### config.mk
export PLATFORM = sky130hd
export DESIGN_NAME = ldl_ring_align
export DESIGN_NICKNAME = d
export VERILOG_FILES = /design/src/rtl/ldl_ring_align.sv
export SDC_FILE = /design/constraint.sdc
export NUM_CORES = 1
export LEC_CHECK = 0
export CORE_AREA = 2 2 50 63
export CTS_BUF_LIST = sky130_fd_sc_hd__clkbuf_4 sky130_fd_sc_hd__clkbuf_8
export DETAILED_ROUTE_END_ITERATION = 10
export DIE_AREA = 0 0 52 65
export PLACE_DENSITY = 0.88
export SLEW_MARGIN = 20
export SYNTH_ARGS = -nofsm -noshare
export SYNTH_HDL_FRONTEND = slang
export SYNTH_SLANG_ARGS = --single-unit
export TNS_END_PERCENT = 10
### constraint.sdc
create_clock -name clk -period 4.6 [get_ports clk]
set_input_delay 0.92 -clock clk [delete_from_list [all_inputs] [get_ports clk]]
set_output_delay 0.92 -clock clk [all_outputs]
set_load 0.1 [all_outputs]
### src/rtl/ldl_ring_align.sv
// Iterative inverse of the ring shifter: finds the (dir, step) rotation that
// maps source word x onto target word y, testing one rotation per clock.
module ldl_ring_align #(
    parameter int WIDTH = 8
) (
    input  logic                       clk,
    input  logic                       rst_n,
    input  logic                       clear,
    input  logic                       in_valid,
    output logic                       in_ready,
    input  logic [WIDTH-1:0]           x,
    input  logic [WIDTH-1:0]           y,
    output logic                       out_valid,
    input  logic                       out_ready,
    output logic                       found,
    output logic                       dir,
    output logic [$clog2(WIDTH)-1:0]   step,
    output logic                       busy
);

    localparam int SW = $clog2(WIDTH);
    localparam logic [SW-1:0] CNT_LAST = SW'(WIDTH - 1);
    localparam logic [SW:0]   HALF     = (SW + 1)'(WIDTH / 2);
    localparam logic [SW:0]   WID      = (SW + 1)'(WIDTH);

    typedef enum logic [1:0] {
        IDLE   = 2'd0,
        SEARCH = 2'd1,
        DONE   = 2'd2
    } state_t;

    state_t            state;
    state_t            state_next;
    logic [WIDTH-1:0]  work;
    logic [WIDTH-1:0]  target;
    logic [SW-1:0]     cnt;

    logic              hit;
    logic              last;
    logic              enc_dir;
    logic [SW-1:0]     enc_step;
    logic [SW:0]       k_ext;
    logic [SW:0]       k_left;

    always_ff @(posedge clk) begin
        if (!rst_n) begin
            state <= IDLE;
        end else begin
            state <= state_next;
        end
    end

    always_comb begin
        state_next = state;
        if (clear) begin
            state_next = IDLE;
        end else begin
            case (state)
                IDLE:    if (in_valid) state_next = SEARCH;
                SEARCH:  if (hit || last) state_next = DONE;
                DONE:    if (out_ready) state_next = IDLE;
                default: state_next = IDLE;
            endcase
        end
    end

    // Right-rotation count k maps to the shorter direction; a tie at WIDTH/2 stays right.
    always_comb begin
        in_ready = rst_n && (state == IDLE);
        busy     = (state == SEARCH) || (state == DONE);
        hit      = (work == target);
        last     = (cnt == CNT_LAST);
        k_ext    = {1'b0, cnt};
        k_left   = WID - k_ext;
        enc_dir  = 1'b0;
        enc_step = cnt;
        if (k_ext > HALF) begin
            enc_dir  = 1'b1;
            enc_step = k_left[SW-1:0];
        end
    end

    always_ff @(posedge clk) begin
        if (!rst_n) begin
            work      <= '0;
            target    <= '0;
            cnt       <= '0;
            out_valid <= 1'b0;
            found     <= 1'b0;
            dir       <= 1'b0;
            step      <= '0;
        end else if (clear) begin
            out_valid <= 1'b0;
            cnt       <= '0;
        end else begin
            case (state)
                IDLE: begin
                    if (in_valid) begin
                        work   <= x;
                        target <= y;
                        cnt    <= '0;
                    end
                end
                SEARCH: begin
                    if (hit) begin
                        out_valid <= 1'b1;
                        found     <= 1'b1;
                        dir       <= enc_dir;
                        step      <= enc_step;
                    end else if (last) begin
                        out_valid <= 1'b1;
                        found     <= 1'b0;
                        dir       <= 1'b0;
                        step      <= '0;
                    end else begin
                        work <= {work[0], work[WIDTH-1:1]};
                        cnt  <= cnt + 1'b1;
                    end
                end
                DONE: begin
                    if (out_ready) out_valid <= 1'b0;
                end
                default: begin
                    out_valid <= 1'b0;
                end
            endcase
        end
    end

endmodule

# Word-level counts from Yosys, hierarchy flattened
# Cells that the tools add are included.
# word_totals
input_bits	21
rom_bits	0
latchBits	0
ramBits	0
reg_bits	27
memories	0
# classes
reduce_logical	13
mux	23
shifts	0
addsub	2
order_cmp	1
mul	0
n_eq_ne	10
bitwise	3
div	0
# ops
op	n
8-bit two-way mux	3
3-bit two-way mux	6
8-bit case mux with 2 select lines	1
3-bit AND reduction	4
2-bit != test, second input constant	5
8-bit == test	1
1-bit two-way mux	7
2-bit two-way mux	3
2-bit case mux with 3 select lines	1
3-bit case mux with 2 select lines	1
5-bit AND reduction	1
4-bit AND reduction	1
2-bit nonzero test	2
3-bit by 1-bit adder with 3-bit output, second input constant	1
3-bit == test, second input constant	1
3-bit > comparator, second input constant	1
3-bit != test, second input constant	1
1-bit NOT	3
1-bit case mux with 3 select lines	1
1-bit by 3-bit subtractor with 3-bit output, first input constant	1
2-bit by 1-bit == test with 1-bit output, second input constant	1
2-bit == test, second input constant	1
2-bit logical NOT	1
1-bit logical OR	2
2 further kinds	2

# Logic depth before layout (Yosys ltp)
# Gate-level depths: netlist of the first run.
# logic_depth
word_depth	4
depth_mapped	8

# Least setup slack after synthesis of the first run
# OpenSTA, ideal clock, no wires.
# synth_path
path_type	input to output
from	input port rst_n
to	output port in_ready
stages	3
n_path_buf	2
arrival_ps	1892
setup_slack_ps	1788
cell_sequence	buf_6 > buf_6 > and2_1
# synth_via
elab_chain_len	1
# synth_rtl
item	line_no	text
start, declared	7	input logic rst_n,
1-bit logical AND	69	in_ready = rst_n && (state == IDLE);
end, declared	10	output logic in_ready,
# No other way between the ends.

# Worst setup path after layout of the first run
# layout_path
from	register state[1]
to	output port busy
# layout_via
elab_chain_len	2
# layout_rtl
item	line_no	text
start, declared	32	state_t state;
start signal, assigned	49	state <= state_next;
2-bit by 1-bit == test with 1-bit output or 2-bit == test (tied branches)	70	busy = (state == SEARCH) || (state == DONE);
1-bit logical OR (*)	70	
end, declared	18	output logic busy
# Mark *: on every way between the ends. The rest lies on a longest branch, timed or not.

==> impl_metrics.toml, run 1 <==
[status]
status = "finished, final reports clean"

[sta]
setup_viol = 0
grt_setup_unrepaired = "no"
relSlewSlack_pct = 34.5
min_period_ps = 3150
fin_skew_ps = 10.8
maxSlewViolCount = 0
fmax_mhz = 317
hold_violations = 0
worstMarginPinSlew_ps = 979
fin_tns_setup_ps = 0
fin_crit_sh_pct = 68.5

[worst_hold_path]
hp-start = "step[2]"
holdCritPathClass = "reg -> reg"
holdPathStages = 2

[setup_path]
cp.arrival_ps = 2230
path_depth = 3
crit_family = "buffers and inverters"
critical_path_required_ps = 3680
criticalPathCategory = "reg -> out"
worstPathCellList = "inv_1 > ha_1 > clkdlybuf4s50_1"
crit_path_max_fanout = 3
cpMaxStageDelayCell = "clkdlybuf4s50_1"
reg2regPathDepth = 6
r2r_setup_slack_ps = 2120
cpPeakStageDelay_ps = 1120
crit_buf_inv = 2
start_kind = "flip-flop"
cp-startpoint = "state[1]"
cp-end-kind = "output port"
rr_startpoint = "state[1]"

[global_routing]
grt_max_degree = 25
antenna_found_initial = 0
grt_pass1_wl_um = 5590
grt_remaining_overflow = 0
grt_pass1_vias = 1300
grt_usage_pct = 21.5

[die]
die_h_um = 65
dieWidth_um = 52
core_mm2 = 0.00284
io_pins = 29
dieArea_mm2 = 0.00338
num_rows = 22
start_util_pct = 54.7

[detailed_routing]
first_pass_iters = 4
vias = 1352
wirelength_um = 3300
drtIter0Drc = 28
drc = 0
ant_nets = 0
wl_per_cell_um = 14.1
avgViaCountPerCell = 5.78

[cts]
clock_latency_ps = 330
cts_tree = "yes"
cts_num_sinks = 27
cts.reportedPaths.clkPinSlew_ps = 150
cts_hold_buf = 0
ctsResizeCount = 0
cts_root_buf = "clkbuf_4"
cts_buffers = 3
htree_num_levels = 1
post_cts_buffers = 0
clock_path_buffers = 2

[placement]
place_hpwl_um = 2520
numPortBuffers = 28
gp_congestion = 0.813
post_dp_cell_area_mm2 = 0.00180
placedCellCount = 230

[synth]
synthXorXnorAreaFrac_pct = 4.52
syn-num-nets = 202
syn_inst = 174
synth_area_mm2 = 0.00155
yosys.area_share.adder_pct = 5.65
ys_seq_area_share_pct = 34.8
muxShareOfSynthArea_pct = 6.45
synth_compound_area_share_pct = 20.4
synth_edf_count = 0
synth-seq-cells = 27
yosys.area_share.simple_pct = 21.9
avgSynthCellArea_um2 = 8.92
synthArstFlopShare_pct = 0
yosys_warnings = 0
synthDistinctLibCells = 33
synth_top_family_by_area = "simple AND/OR/NAND/NOR gates"
ys.flop_type = "dfxtp_1"

[layout]
diodes = 0
drive_above_1_share_pct = 9.60
nFillCells = 238
final_cell_area_mm2 = 0.00183
syn_to_final_growth_pct = 17.8
fin_cells = 234
nets = 227
utilization_pct = 64.5

[pwr]
finalPower_w = 0.000512
p_leak_nw = 0.741
powerDensity_mw_per_mm2 = 280
vdd_drop_max_mv = 0.144

[flow_run]
drv_cap = 0
## layout make-up
class | count | area (um2) | area share [%]
timing repair buffer | 29 | 285 | 15.6
clock buffer | 3 | 22.5 | 1.23
inverter | 4 | 15.0 | 0.821
multi-input combinational | 134 | 915 | 50.0
sequential | 27 | 541 | 29.6
clock inverter | 1 | 5.00 | 0.274
tap | 36 | 45.0 | 2.46
## final timing paths
path | endpoint
setup / recovery | busy
hold / removal | step[2]
setup reg to reg | work[6]
hold reg to reg | step[2]
## state kept, by name, summed over array words and instances (netlist names)
name	cells
step	3
state	2
cnt	3
work	8
dir	1
out_valid	1
found	1
target	8
## stage by stage
step           setup slack [ps]  hold slack (ps)
2_1_floorplan              1790              452
3_3_place_gp               1530              458
3_5_place_dp               1530              466
4_1_cts                    1460              490
5_1_grt                    1410              509
6_report                   1450              488
## worst min-delay path, cell delays in order (launching register included)
cell     delay [ps]
dfxtp_1         340
nand2_1          50
o22ai_1          60
## report_power, final
part	switching (W)	total (W)	internal, W
Sequential	0.0000137	0.000261	0.000247
Clock	0.0000694	0.000102	0.0000326
Combinational	0.0000869	0.000149	0.0000622
Total	0.000170	0.000512	0.000342
## cells in the mapped netlist (2+ instances only)
cell | n | share of area, %
xor2_1 | 8 | 4.5
a22o_1 | 6 | 3.4
a22o_2 | 2 | 1.3
o21ai_0 | 2 | 0.65
a21oi_1 | 2 | 0.65
o221a_2 | 2 | 1.5
or2_2 | 2 | 0.81
and2_1 | 2 | 0.81
nor2_1 | 6 | 1.5
o22ai_1 | 4 | 1.6
nor2b_1 | 6 | 2.4
ha_1 | 7 | 5.6
clkbuf_1 | 2 | 0.48
inv_1 | 4 | 0.97
mux2i_1 | 10 | 6.5
clkbuf_4 | 2 | 0.97
o31a_1 | 8 | 4.5
nor3_1 | 8 | 2.6
and3_2 | 7 | 3.4
nand2_1 | 32 | 7.7
dfxtp_1 | 27 | 35
a32o_1 | 2 | 1.3
and3_1 | 2 | 0.81
nor4_1 | 2 | 0.81
a21boi_0 | 9 | 4.4
buf_6 | 3 | 2.2
## cell usage in the layout, fill, tap and decap left out, drive strengths merged
cell type,instances
a21o,1
xor2,8
or3,1
ha,7
nor2,6
nand3,1
and2,2
nand2,32
a32o,2
inv,4
a2111o,1
clkdlybuf4s50,27
or2,3
nor4,2
nor3,8
and3,9
a22o,8
clkbuf,3
o31a,8
a21oi,2
dfxtp,27
a21boi,9
o221a,2
clkinv,1
mux2i,10
nor2b,6
o21ai,2
o22ai,4
buf,2
## per-layer routing
layer / routed length (um) / GRT usage [%] / up-vias
met5: 0 / 0 / -
met4: 29 / 6.58 / 0
met3: 126 / 2.53 / 4
met2: 1700 / 38.0 / 33
met1: 1440 / 26.6 / 644
li1: - / - / 671
## cell families (layout without fill, tap and decap cells)
family / after synthesis / count (layout)
xor gates and xnor gates: 8 / 8
and+or+nand+nor: 70 / 70
muxes: 10 / 10
adders and majority gates: 7 / 7
DFF: 27 / 27
buffers and inverters: 13 / 37
AOI/OAI and AO/OA: 39 / 39
(Power assumes the default switching activity.)
==> run 2, diff against run 1 <==
CORE_AREA = 2 2 54 69   (was 2 2 50 63)
DIE_AREA = 0 0 56 71   (was 0 0 52 65)
PLACE_DENSITY = 0.78   (was 0.88)
clock period = 2.6 ns   (was 4.6 ns; I/O delays follow)
==> impl_metrics.toml, run 2 (same netlist as run 1, synthesis figures left out) <==
[setup_path]
r2r_setup_slack_ps = 610
criticalPathCategory = "reg -> reg"
cp-end-kind = "flip-flop"
cpMaxStageDelayCell = "a2111o_1"
reg2regPathDepth = 6
rr_startpoint = "state[1]"
start_kind = "flip-flop"
crit_path_max_fanout = 12
worstPathCellList = "inv_1 > ha_1 > buf_4 > a2111o_1 > a22o_2 > o31a_1"
cpPeakStageDelay_ps = 490
critical_path_required_ps = 2770
reg2reg_to = "work[4]"
cp.arrival_ps = 2160

[detailed_routing]
vias = 1324
wirelength_um = 3280
first_pass_iters = 4
avgViaCountPerCell = 5.52
ant_nets = 0
drtIter0Drc = 30
wl_per_cell_um = 13.7
drc = 0

[sta]
fin_tns_setup_ps = 0
grt_setup_unrepaired = "no"
worstMarginPinSlew_ps = 582
relSlewSlack_pct = 61.2
fin_crit_sh_pct = 76.6
fin_skew_ps = 4.77
min_period_ps = 1990
hold_violations = 0
setup_viol = 0
fin_hold_ws_ps = 475
maxSlewViolCount = 0
fmax_mhz = 502

[global_routing]
grt_usage_pct = 17.0
grt_pass1_wl_um = 5530
grt_remaining_overflow = 0
grt_pass1_vias = 1303
grt_max_degree = 27
antenna_found_initial = 0

[cts]
cts_hold_buf = 0
cts.reportedPaths.clkPinSlew_ps = 90
ctsResizeCount = 0
cts_root_buf = "clkbuf_8"
cts_tree = "yes"
clock_path_buffers = 2
cts_num_sinks = 27
cts_buffers = 3
clock_latency_ps = 270
htree_num_levels = 1
post_cts_buffers = 0

[status]
status = "finished, final reports clean"

[worst_hold_path]
hp-start = "step[2]"
holdCritPathClass = "reg -> reg"
holdPathStages = 2
min_to = "step[2]"

[placement]
numPortBuffers = 28
placedCellCount = 236
place_hpwl_um = 2410
gp_congestion = 0.751

[pwr]
p_leak_nw = 0.784
powerDensity_mw_per_mm2 = 521
vdd_drop_max_mv = 0.336
finalPower_w = 0.000973

[die]
start_util_pct = 46.1
dieWidth_um = 56
io_pins = 29
num_rows = 24
dieArea_mm2 = 0.00398
die_h_um = 71
core_mm2 = 0.00336

[layout]
top_regs = "target (8), work (8)"
final_cell_mix = "nand2_1, dfxtp_1, clkdlybuf4s50_1"
syn_to_final_growth_pct = 20.4
nets = 230
drive_above_1_share_pct = 14.4
diodes = 0
layout_commonest_cell = "nand2_1"
fin_cells = 240

[flow_run]
drv_cap = 0
run 2: cell types whose count changed in the layout (fill, tap and decap cells not counted):
| cell | change |
|---|---|
| buf_12 | +1 |
| buf_4 | +9 |
| clkbuf_4 | -3 |
| clkbuf_8 | +3 |
| clkdlybuf4s50_1 | -7 |
run 2: metal layers:
metal	track usage [%]	routed length (um)
met1	20.2	1440
met2	30.2	1660
met3	3.11	103
met4	6.61	65
met5	0	0
run 2: per-stage QoR:
stage / area, um2 / utilization (%) / setup slack [ps]
floorplan: 1550 / - / 588
global placement: 1820 / 54.2 / 425
detailed placement: 1820 / 54.2 / 411
CTS: 1870 / 55.5 / 594
global route: 1870 / 55.5 / 495
finish: 1870 / 55.5 / 609
run 2: worst max path at each step:
stage	start	endpoint	depth (start not counted)
2_1_floorplan	rst_n	in_ready	3
3_3_place_gp	clear	work[6]	4
3_5_place_dp	clear	work[6]	4
4_1_cts	state[1]	work[4]	6
5_1_grt	state[1]	work[4]	6
6_report	state[1]	work[4]	6
run 2: final cells by class:
| class | instances | area [um2] |
|---|---|---|
| clock inverters | 1 | 5.00 |
| multi-input cells | 134 | 915 |
| flip-flops and latches | 27 | 541 |
| well taps | 39 | 48.8 |
| inverters | 4 | 15.0 |
| clock buffers | 3 | 41.3 |
| fillers | 328 | 1500 |
| repair buffers | 32 | 303 |
run 2: power by group:
group,switching (W),total (W),internal [W]
registers,0.0000247,0.000462,0.000437
clock network,0.000133,0.000240,0.000107
logic,0.000153,0.000270,0.000117
total,0.000311,0.000973,0.000662
run 2: worst max-delay path: cells and delay by family (launching register included):
kind | cells | cell delay [ps]
compound gates | 3 | 1010
flops | 1 | 370
buf+inv | 2 | 290
fa+ha+maj | 1 | 220
==> run 3, diff against run 2 <==
CORE_AREA = 2 2 51 65   (was 2 2 54 69)
DIE_AREA = 0 0 53 67   (was 0 0 56 71)
PLACE_DENSITY = 0.84   (was 0.78)
clock period = 1.9 ns   (was 2.6 ns; I/O delays follow)
==> impl_metrics.toml, run 3 (same netlist as run 1, synthesis figures left out) <==
[status]
status = "finished, final reports clean"

[pwr]
powerDensity_mw_per_mm2 = 688
vdd_drop_max_mv = 0.544
p_leak_nw = 0.834

[worst_hold_path]
holdCritPathClass = "reg -> reg"
hp-start = "state[0]"

[die]
io_pins = 29
dieWidth_um = 53
num_rows = 22
die_h_um = 67
dieArea_mm2 = 0.00355
start_util_pct = 53.7
core_mm2 = 0.00289

[layout]
layout_commonest_cell = "nand2_1"
final_cell_area_mm2 = 0.00198
syn_to_final_growth_pct = 27.9
diodes = 0
top_regs = "target (8), work (8)"
utilization_pct = 68.7
nets = 241
nFillCells = 248
ff_latch_area_um2 = 543
multi_input_area_um2 = 941
final_cell_mix = "nand2_1, dfxtp_1, clkdlybuf4s50_1, buf_4, mux2i_1"
drive_above_1_share_pct = 23.1

[setup_path]
start_kind = "flip-flop"
crit_path_max_fanout = 8
cp-startpoint = "cnt[0]"
cp.arrival_ps = 2130
criticalPathCategory = "reg -> reg"
cp-end-kind = "flip-flop"
rr_startpoint = "cnt[0]"
critical_path_required_ps = 2140

[sta]
setup_viol = 0
relSlewSlack_pct = 75.3
grt_setup_unrepaired = "yes"
fmax_mhz = 530
hold_violations = 0
min_period_ps = 1890
fin_crit_sh_pct = 99.3
fin_skew_ps = 9.36
maxSlewViolCount = 0
fin_tns_setup_ps = 0
worstMarginPinSlew_ps = 371

[flow_run]
drv_cap = 0

[cts]
cts_tree = "yes"
cts_root_buf = "clkbuf_4"
clock_latency_ps = 340
post_cts_buffers = 0
cts_num_sinks = 27
cts_buffers = 3
cts.reportedPaths.clkPinSlew_ps = 150
clock_path_buffers = 2
cts_hold_buf = 0
htree_num_levels = 1

[detailed_routing]
vias = 1403
avgViaCountPerCell = 5.66
ant_nets = 0
drc = 0
wl_per_cell_um = 15.4
first_pass_iters = 4
drtIter0Drc = 45
wirelength_um = 3820

[global_routing]
grt_pass1_wl_um = 6280
grt_remaining_overflow = 0
grt_max_degree = 18
grt_usage_pct = 23.6
antenna_found_initial = 0
grt_pass1_vias = 1396

[placement]
numPortBuffers = 28
place_hpwl_um = 2840
gp_congestion = 0.900
post_dp_cell_area_mm2 = 0.00193
## run 3: report_power, final
| group | internal, W | switching (W) | leakage, nW |
|---|---|---|---|
| combinational | 0.000226 | 0.000239 | 0.599 |
| sequential | 0.000600 | 0.0000345 | 0.221 |
| clock | 0.0000808 | 0.000185 | 0.0139 |
| total | 0.000906 | 0.000459 | 0.834 |
## run 3: final cells by class
cell class / count / area share, %
timing repair buffer: 43 / 20.7
clock buffer: 3 / 1.13
sequential: 27 / 27.4
multi-input combinational: 134 / 47.4
inverter: 4 / 0.757
tap: 36 / 2.27
clock inverter: 1 / 0.378
## run 3: critical path: stages, from the launching register on
cell and delay [ps]:
dfxtp_1 340, ha_1 200, ha_1 200, a2111o_1 550, a22o_1 280, o31a_1 240
## run 3: through the flow
stage               instances  total power [W]  hold slack [ps]  worst slack [ps]
floorplan                 174         0.000941              452              85.1
global placement          244          0.00107              459             -81.5
detailed placement        244          0.00109              469              -185
CTS                       248          0.00135              486             0.256
global route              248          0.00143              505             -86.5
finish                    248          0.00137              491              13.4
## run 3: worst paths after layout
path | endpoint | slack [ps] | cells past startpoint
setup reg to reg | work[2] | 10 | 5
setup / recovery | work[2] | 10 | 5
hold reg to reg | state[0] | 490 | 2
hold / removal | state[0] | 490 | 2
## run 3: layer usage
| layer | track usage [%] | up-vias | share of wire, % |
|---|---|---|---|
| li1 | - | 689 | - |
| met1 | 27.4 | 674 | 42 |
| met2 | 43.0 | 36 | 53 |
| met3 | 2.91 | 4 | 3.9 |
| met4 | 8.97 | 0 | 0.86 |
| met5 | 0 | - | 0 |
## run 3: repair_timing
item	in CTS	in global routing
setup endpoints to repair	8	15
resized for setup	3	7
pin swaps	4	1
==> patch: new RTL, flow settings as in run 2 <==
Encoding of `state_t`: now one-hot (3 bits for 3 states).
--- a/src/rtl/ldl_ring_align.sv
+++ b/src/rtl/ldl_ring_align.sv
@@ -24,8 +24,8 @@
     localparam logic [SW:0]   WID      = (SW + 1)'(WIDTH);
 
-    typedef enum logic [1:0] {
-        IDLE   = 2'd0,
-        SEARCH = 2'd1,
-        DONE   = 2'd2
+    typedef enum logic [2:0] {
+        IDLE   = 3'b001,
+        SEARCH = 3'b010,
+        DONE   = 3'b100
     } state_t;
 
Behaviour: no difference found for any inputs over 10 cycles, from zero or initial values and one cycle with rst_n low; not proved beyond that.
==> patch against run 2 <==
  * Wire length up 17%
  * Setup slack worse by 0.13 ns
  * Via count up 15%
  * Global-route usage up 3.9 points
  * First-iteration DRC count up 110%
  * Combinational power about the same
  * Area after synthesis up 11%
  * Power up 11%
  * Critical path depth down 2
  * Die area unchanged
  * Cell area up 16%
  * Sequential cell count up 1
==> patch: results (changes against run 2) <==
[hold_path]
hold_class = flip-flop to flip-flop
min_to = found
hp-start = found

[grt]
busiest_layer = met2
grt_max_degree = 23  ; -15%
grt_use_met2_pct = 38.69  ; +8.5 points
grt_usage_pct = 20.96  ; +3.9 points
grt_pass1_wl_um = 6693  ; +21%
grt.met3_usage_pct = 2.742  ; -0.37 points
grt_antenna_before_repair = 0  ; unchanged
grtUsageMet1_pct = 24.54  ; +4.4 points

[final_layout]
layout.nets = 251  ; +9.1%
reg.largest.list = target x8, work x8
drive_above_1_share_pct = 17.70  ; +3.3 points

[placed_design]
place.gp.congestion = 0.8106  ; +8.0%
dp_hpwl_um = 2772  ; +15%

[worst_setup_path]
crit_arrival_ns = 1.60  ; -0.56 ns
reg2reg_slack_ns = 0.49  ; -0.12 ns
cp_top_family = buffers and inverters
reg2reg_depth = 7  ; +1
crit_slowest_cell = clkdlybuf4s50_1
r2r_end = work[7]
worst_path_largest_cell_delay_ns = 0.48
cp_max_fo = 2  ; -10
r2r_start = cnt[0]

[power_and_ir_drop]
p_leak_uw = 0.0008838  ; +13%
p_int_uw = 757.6  ; +14%
peakVddDrop_v = 0.0003616  ; +7.7%

[yosys]
synth_area_leaders = dfxtp_1 (32%), mux2i_1 (9.9%), o221ai_2 (7.0%)
ys_seq_area_share_pct = 32.49  ; -2.4 points
yosys.cell_types.count = 45  ; +36%
ys_top_cells_by_count = dfxtp_1 (28), nand2_1 (18), mux2i_1 (17)
syn_nets = 222  ; +9.9%

[route]
met3_length_um = 113  ; +9.7%
dr_wl_met2_um = 2001  ; +20%
dr.pass1.iters = 5  ; +1
finalWirelength_um = 3848  ; +17%
drt-met1-wl_um = 1669  ; +16%
drtIter0Drc = 64  ; +110%
dr_total_vias = 1529  ; +15%

[outcome]
status = finished, final reports clean

[timing]
slew_headroom_pct = 60.13  ; -1.1 points
timing.hold.ws_ns = 0.4787  ; +0.003346 ns
finClkSkew_ns = 0.003960  ; -0.0008100 ns

[patch: cell types whose count changed in the layout (fill, tap and decap cells not counted), sizes merged, moves of 8 or more]
cell and delta:
a22o -8, o221ai +8, nand3 +12, a21boi -8, nand2 -14
[patch: worst max-delay path by stage]
stage	from	to	slack, ns	cells past startpoint
finish	rst_n	in_ready	0.48	4
global route	cnt[0]	work[7]	0.39	7
CTS	rst_n	in_ready	0.47	4
detailed placement	in_valid	target[4]	0.40	5
global placement	clear	work[3]	0.42	6
floorplan	rst_n	in_ready	0.09	3
[patch: cells by family after synthesis]
group                      after synthesis  synth area share, %
and+or+nand+nor                         87                27.99
AOI/OAI and AO/OA                       34                17.77
DFF                                     28                32.49
buffers and inverters                   20                5.148
muxes                                   17                9.862
xor gates and xnor gates                 9                4.569
adders and majority gates                3                2.176
[patch: power groups by stage]
stage	combinational (uW)	sequential [uW]	clock, uW
3_3_place_gp	269	473	0
6_report	270	463	345
5_1_grt	293	466	370
2_1_floorplan	163	492	0
3_5_place_dp	269	473	0
4_1_cts	271	464	351
[patch: area by class of cell]
type | instances | area [um^2]
clock buffer | 3 | 41.29
inverter | 5 | 18.77
fill | 293 | 1200
timing repair buffer | 39 | 355.3
clock inverter | 1 | 30.03
sequential | 28 | 560.5
multi-input combinational | 150 | 1109
tap | 39 | 48.80
[patch: metrics by stage]
stage          std cells  utilization [%]  cell area (um^2)  power [uW]  setup slack, ns
6_report             265            64.32              2163        1079           0.4805
4_1_cts              265            64.32              2163        1085           0.4703
2_1_floorplan        198                -              1740       654.4          0.08621
5_1_grt              265            64.32              2163        1129           0.3886
3_3_place_gp         261            62.20              2092       742.4           0.4182
3_5_place_dp         261            62.20              2092       742.8           0.4010
